**src/rtl/regfile_bank_if.sv**
```systemverilog
// Register-file access bundle: one write port, two read ports, debug map.
// Driver side is the master; the register bank is the slave.
interface regfile_bank_if;
  logic        ctrl_writeEnable;
  logic [4:0]  ctrl_writeReg;
  logic [31:0] data_writeReg;
  logic [4:0]  ctrl_readRegA;
  logic [4:0]  ctrl_readRegB;
  logic [31:0] data_readRegA;
  logic [31:0] data_readRegB;
  logic [31:0] written_map;

  modport master (
    output ctrl_writeEnable,
    output ctrl_writeReg,
    output data_writeReg,
    output ctrl_readRegA,
    output ctrl_readRegB,
    input  data_readRegA,
    input  data_readRegB,
    input  written_map
  );

  modport slave (
    input  ctrl_writeEnable,
    input  ctrl_writeReg,
    input  data_writeReg,
    input  ctrl_readRegA,
    input  ctrl_readRegB,
    output data_readRegA,
    output data_readRegB,
    output written_map
  );
endinterface

```
**src/rtl/regfile_bank.sv**
```systemverilog
// cp4 architectural register file: 32x32, 1W/2R, r0 hardwired to zero,
// optional write-to-read bypass and a written-since-reset bitmap.
module mux_32 #(
  parameter int W = 32
) (
  input  logic [W-1:0] in_i [32],
  input  logic [4:0]   sel_i,
  output logic [W-1:0] out_o
);
  assign out_o = in_i[sel_i];
endmodule

module regfile_bank #(
  parameter int WIDTH  = 32,
  parameter int BYPASS = 1
) (
  input logic           clock,
  input logic           ctrl_reset,
  regfile_bank_if.slave bus
);
  if (WIDTH != 32) begin : g_bad_width
    $error("regfile_bank: WIDTH must be 32");
  end

  localparam bit BYP = (BYPASS != 0);

  logic [WIDTH-1:0] regs_q [1:31];
  logic [WIDTH-1:0] regs_d [1:31];
  logic [31:1]      written_q;
  logic [31:1]      written_d;
  logic [31:0]      we_dec;
  logic [WIDTH-1:0] mux_in [32];
  logic [WIDTH-1:0] mux_a;
  logic [WIDTH-1:0] mux_b;
  logic             wr_live;
  logic             byp_a;
  logic             byp_b;

  always_comb begin
    we_dec = '0;
    if (bus.ctrl_writeEnable) begin
      we_dec[bus.ctrl_writeReg] = 1'b1;
    end
    we_dec[0] = 1'b0;
  end

  always_comb begin
    regs_d    = regs_q;
    written_d = written_q;
    for (int i = 1; i < 32; i++) begin
      if (we_dec[i]) begin
        regs_d[i]    = bus.data_writeReg;
        written_d[i] = 1'b1;
      end
    end
  end

  always_ff @(posedge clock or negedge ctrl_reset) begin
    if (!ctrl_reset) begin
      for (int i = 1; i < 32; i++) begin
        regs_q[i] <= '0;
      end
      written_q <= '0;
    end else begin
      regs_q    <= regs_d;
      written_q <= written_d;
    end
  end

  // r0 feeds the mux as a constant, never a flop
  always_comb begin
    mux_in[0] = '0;
    for (int i = 1; i < 32; i++) begin
      mux_in[i] = regs_q[i];
    end
  end

  mux_32 #(.W(WIDTH)) u_mux_a (
    .in_i  (mux_in),
    .sel_i (bus.ctrl_readRegA),
    .out_o (mux_a)
  );

  mux_32 #(.W(WIDTH)) u_mux_b (
    .in_i  (mux_in),
    .sel_i (bus.ctrl_readRegB),
    .out_o (mux_b)
  );

  // reset gates the bypass so reads are 0 while held
  assign wr_live = BYP && ctrl_reset && bus.ctrl_writeEnable
                   && (bus.ctrl_writeReg != 5'd0);
  assign byp_a = wr_live && (bus.ctrl_readRegA == bus.ctrl_writeReg);
  assign byp_b = wr_live && (bus.ctrl_readRegB == bus.ctrl_writeReg);

  assign bus.data_readRegA = byp_a ? bus.data_writeReg : mux_a;
  assign bus.data_readRegB = byp_b ? bus.data_writeReg : mux_b;
  assign bus.written_map   = {written_q, 1'b0};
endmodule

```
**src/flat_wrapper.sv**
```systemverilog
// flat-port wrapper written by rule: the top's interface ports become plain ports
module regfile_bank_flat 
#(
  parameter int WIDTH  = 32,
  parameter int BYPASS = 1
)
  (clock, ctrl_reset, bus_ctrl_writeEnable, bus_ctrl_writeReg, bus_data_writeReg, bus_ctrl_readRegA, bus_ctrl_readRegB, bus_data_readRegA, bus_data_readRegB, bus_written_map);
  regfile_bank_if bus_i ();
  input logic clock;
  input logic ctrl_reset;
  input wire logic [$bits(bus_i.ctrl_writeEnable)-1:0] bus_ctrl_writeEnable;
  input wire logic [$bits(bus_i.ctrl_writeReg)-1:0] bus_ctrl_writeReg;
  input wire logic [$bits(bus_i.data_writeReg)-1:0] bus_data_writeReg;
  input wire logic [$bits(bus_i.ctrl_readRegA)-1:0] bus_ctrl_readRegA;
  input wire logic [$bits(bus_i.ctrl_readRegB)-1:0] bus_ctrl_readRegB;
  output wire logic [$bits(bus_i.data_readRegA)-1:0] bus_data_readRegA;
  output wire logic [$bits(bus_i.data_readRegB)-1:0] bus_data_readRegB;
  output wire logic [$bits(bus_i.written_map)-1:0] bus_written_map;
  assign bus_i.ctrl_writeEnable = bus_ctrl_writeEnable;
  assign bus_i.ctrl_writeReg = bus_ctrl_writeReg;
  assign bus_i.data_writeReg = bus_data_writeReg;
  assign bus_i.ctrl_readRegA = bus_ctrl_readRegA;
  assign bus_i.ctrl_readRegB = bus_ctrl_readRegB;
  assign bus_data_readRegA = bus_i.data_readRegA;
  assign bus_data_readRegB = bus_i.data_readRegB;
  assign bus_written_map = bus_i.written_map;
  regfile_bank #(.WIDTH(WIDTH), .BYPASS(BYPASS)) u_core (.clock(clock), .ctrl_reset(ctrl_reset), .bus(bus_i));
endmodule
```
**config.mk**
```make
export PLATFORM = sky130hd
export DESIGN_NAME = regfile_bank_flat
export DESIGN_NICKNAME = d
export VERILOG_FILES = /design/src/rtl/regfile_bank_if.sv /design/src/rtl/regfile_bank.sv /design/src/flat_wrapper.sv
export SDC_FILE = /design/constraint.sdc
export NUM_CORES = 2
export LEC_CHECK = 0
export CAP_MARGIN = 10
export CORE_MARGIN = 4
export CORE_UTILIZATION = 50
export DETAILED_ROUTE_END_ITERATION = 8
export GPL_TIMING_DRIVEN = 0
export PLACE_DENSITY = 0.66
export SYNTH_ARGS = -nofsm -noshare
export SYNTH_HDL_FRONTEND = slang
export SYNTH_HIERARCHICAL = 1
export SYNTH_SLANG_ARGS = --single-unit
```
**constraint.sdc**
```tcl
create_clock -name clock -period 5.34 [get_ports clock]
set_input_delay 1.602 -clock clock [delete_from_list [all_inputs] [get_ports clock]]
set_output_delay 1.602 -clock clock [all_outputs]
set_load 0.02 [all_outputs]
```
==> flow_summary.json <==
{
  "dp_cells": 6422,
  "maxCapViolCount": 0,
  "cp_slowest_cell": "nor4_4",
  "cts_tree": "done",
  "async_flop_share_pct": 100,
  "die_h_um": 345,
  "start_kind": "input pin",
  "synth_top_area_share_pct": 45.0,
  "h-tree-depth": 3,
  "final_antenna_net_count": 0,
  "cts_root_buf": "clkbuf_16",
  "synth_cells": 4705,
  "status": "complete, but fails checks",
  "drt-total-wl_mm": 224,
  "num_rows": 123,
  "area_delta_synth_final_pct": 18.8,
  "setup_viol": 10,
  "power.leakage_uw": 0.0320,
  "fin_area_um2": 67600,
  "crit_buf_inv": 9,
  "yosys_warnings": 6,
  "final.period_utilization_pct": 101,
  "required_ns": 3.74,
  "fin_crit_ns": 5.38,
  "firstDrtPassIters": 6,
  "worstSkewPairLatency_ns": 0.72,
  "viasPerCell": 6.61,
  "fin_ws_ns": -0.0414,
  "cp_data_arrival_time_ns": 3.78,
  "drtIter0Drc": 5102,
  "violations": "negative setup slack",
  "crit_path_max_fanout": 5,
  "io_pins": 146,
  "ir_drop_mv": 0.292,
  "cts.sinks": 1023,
  "synth.avg_cell_area_um2": 12.1,
  "port-buffer-count": 140,
  "dieArea_um2": 119000,
  "initial_core_util_pct": 50.5,
  "synth_edf_count": 0,
  "slew_headroom_pct": 4.57,
  "ys_types": 35,
  "gp_congestion": 0.980,
  "ys.flop_type": "dfrtp_1",
  "synth_common_cells": "1025 x mux2_2, 1024 x mux2i_1, 1023 x dfrtp_1",
  "cp_top_family": "buffers and inverters",
  "skew_ns": 0,
  "die_w_um": 345,
  "coreArea_um2": 113000,
  "drc": 0,
  "cpPeakStageDelay_ns": 0.37,
  "crit_top_cell": "buf_16",
  "via_count": 44200,
  "synth.area.top_cells": "dfrtp_1 45%, mux2_2 20%, mux2i_1 18%",
  "ys_seq_area_share_pct": 45.0,
  "clk_pin_slew_worst_paths_ns": 0.06,
  "overflow": 0,
  "drive_gt1_share_pct": 35.1,
  "fin_hold_ws_ns": 0.466,
  "clock_path_buffers": 3,
  "numCtsBuffers": 114,
  "crit_chain": "buf_16, buf_16, buf_16, buf_16, buf_16, o211ai_4, nor4_4, buf_6, buf_12, bufbuf_16, mux2_2, buf_2",
  "placed_cell_area_um2": 60800,
  "grt_usage_pct": 36.2,
  "dpl.hpwl_mm": 150,
  "synth.most_common_cell": "mux2_2",
  "grt_pass1_wl_mm": 315,
  "grt_pass1_vias": 44000,
  "final_hold_viol_count": 0,
  "syn_area_um2": 56900,
  "endpoint_kind": "output pin",
  "grt_max_degree": 165,
  "tightest_slew_ns": 1.43,
  "finalMaxSlewViolations": 0,
  "yosys.area.top_type": "dfrtp_1",
  "nets": 5135,
  "finalPower_uw": 24000,
  "fin_cells": 6683,
  "rsz0062_at_grt": "true",
  "ys_seq_elements": 1023,
  "path_class": "input pin to output pin",
  "power_density_nw_per_um2": 356,
  "wl_per_cell_um": 33.5,
  "min_path_type": "flop to flop",
  "antenna_found_initial": 9,
  "clock.fmax_mhz": 186,
  "preCtsSetupSlack_ns": -3.57
}
-- placed cells by master (no fill, tap or decap), drive strengths merged, types with 128 or more instances in the layout --
cell	count
mux2	1056
mux2i	1024
dfrtp	1023
clkbuf	382
buf	354
nand2	207
nand3	196
a21oi	192
a22oi	192
a22o	128
-- per-layer routing --
| layer | wire (um) | global-route usage [%] |
|---|---|---|
| met4 | 16600 | 23.0 |
| met3 | 24100 | 10.2 |
| met5 | 391 | 1.00 |
| met2 | 95600 | 53.1 |
| met1 | 87300 | 47.2 |
-- what timing repair did --
| action | 4_1_cts | 5_1_grt |
|---|---|---|
| endpoints found under the setup margin | 64 | 55 |
| resized for setup | 771 | 157 |
| pin swaps | 10 | 6 |
| hold buffers | 0 | 0 |
| buffers inserted | 15 | 11 |
| gates cloned | 21 | 2 |
-- sequential cells by signal (all words and copies together) (netlist names) --
register,flops
u_core/mux_in,992
u_core/written_q,31
-- stage by stage --
stage	utilization, %	TNS, ns
4_1_cts	59.6	-0.293
2_1_floorplan	-	0
6_report	59.9	-0.277
3_3_place_gp	53.6	-
3_5_place_dp	53.9	-220.86
5_1_grt	59.9	-0.251
-- layout make-up --
cell class / instances / area, um2
diodes: 10 / 25.0
plain buffers: 462 / 4250
clock buffers: 173 / 3510
clock inverters: 31 / 373
fillers: 8993 / 45200
multi-input cells: 3282 / 29500
flip-flops and latches: 1023 / 25600
well taps: 1500 / 1880
repair buffers: 202 / 2460
-- final timing paths --
| check | to | depth (start not counted) | slack [ns] | start |
|---|---|---|---|---|
| setup / recovery | bus_data_readRegA[4] | 12 | -0.04 | ctrl_reset |
| hold / removal | u_core/written_q[27] | 1 | 0.47 | u_core/written_q[27] |
| setup reg to reg | u_core/mux_in[852] | 1 | 4.52 | u_core/mux_in[852] |
| hold reg to reg | u_core/written_q[27] | 1 | 0.47 | u_core/written_q[27] |
| max in group asynchronous | u_core/mux_in[811] | 4 | 2.48 | ctrl_reset |
| min in group asynchronous | u_core/mux_in[725] | 1 | 0.83 | ctrl_reset |
-- cell families after synthesis --
| family | count (synthesis) | synth area share [%] |
|---|---|---|
| flip-flops | 1023 | 45.0 |
| XOR/XNOR | 10 | 0.154 |
| buffers and inverters | 464 | 4.33 |
| AND/OR/NAND/NOR | 550 | 4.55 |
| multiplexers | 2080 | 39.1 |
| AO/OA/AOI/OAI | 577 | 6.91 |
| other | 1 | 0.00659 |
-- where the power goes --
group	switching [uW]	internal, uW	leakage, uW
clock	3330	4880	0.00193
combinational	2650	2760	0.0170
sequential	1140	9280	0.0130
total	7130	16900	0.0320
No activity file was read; power rests on OpenSTA's default activity.
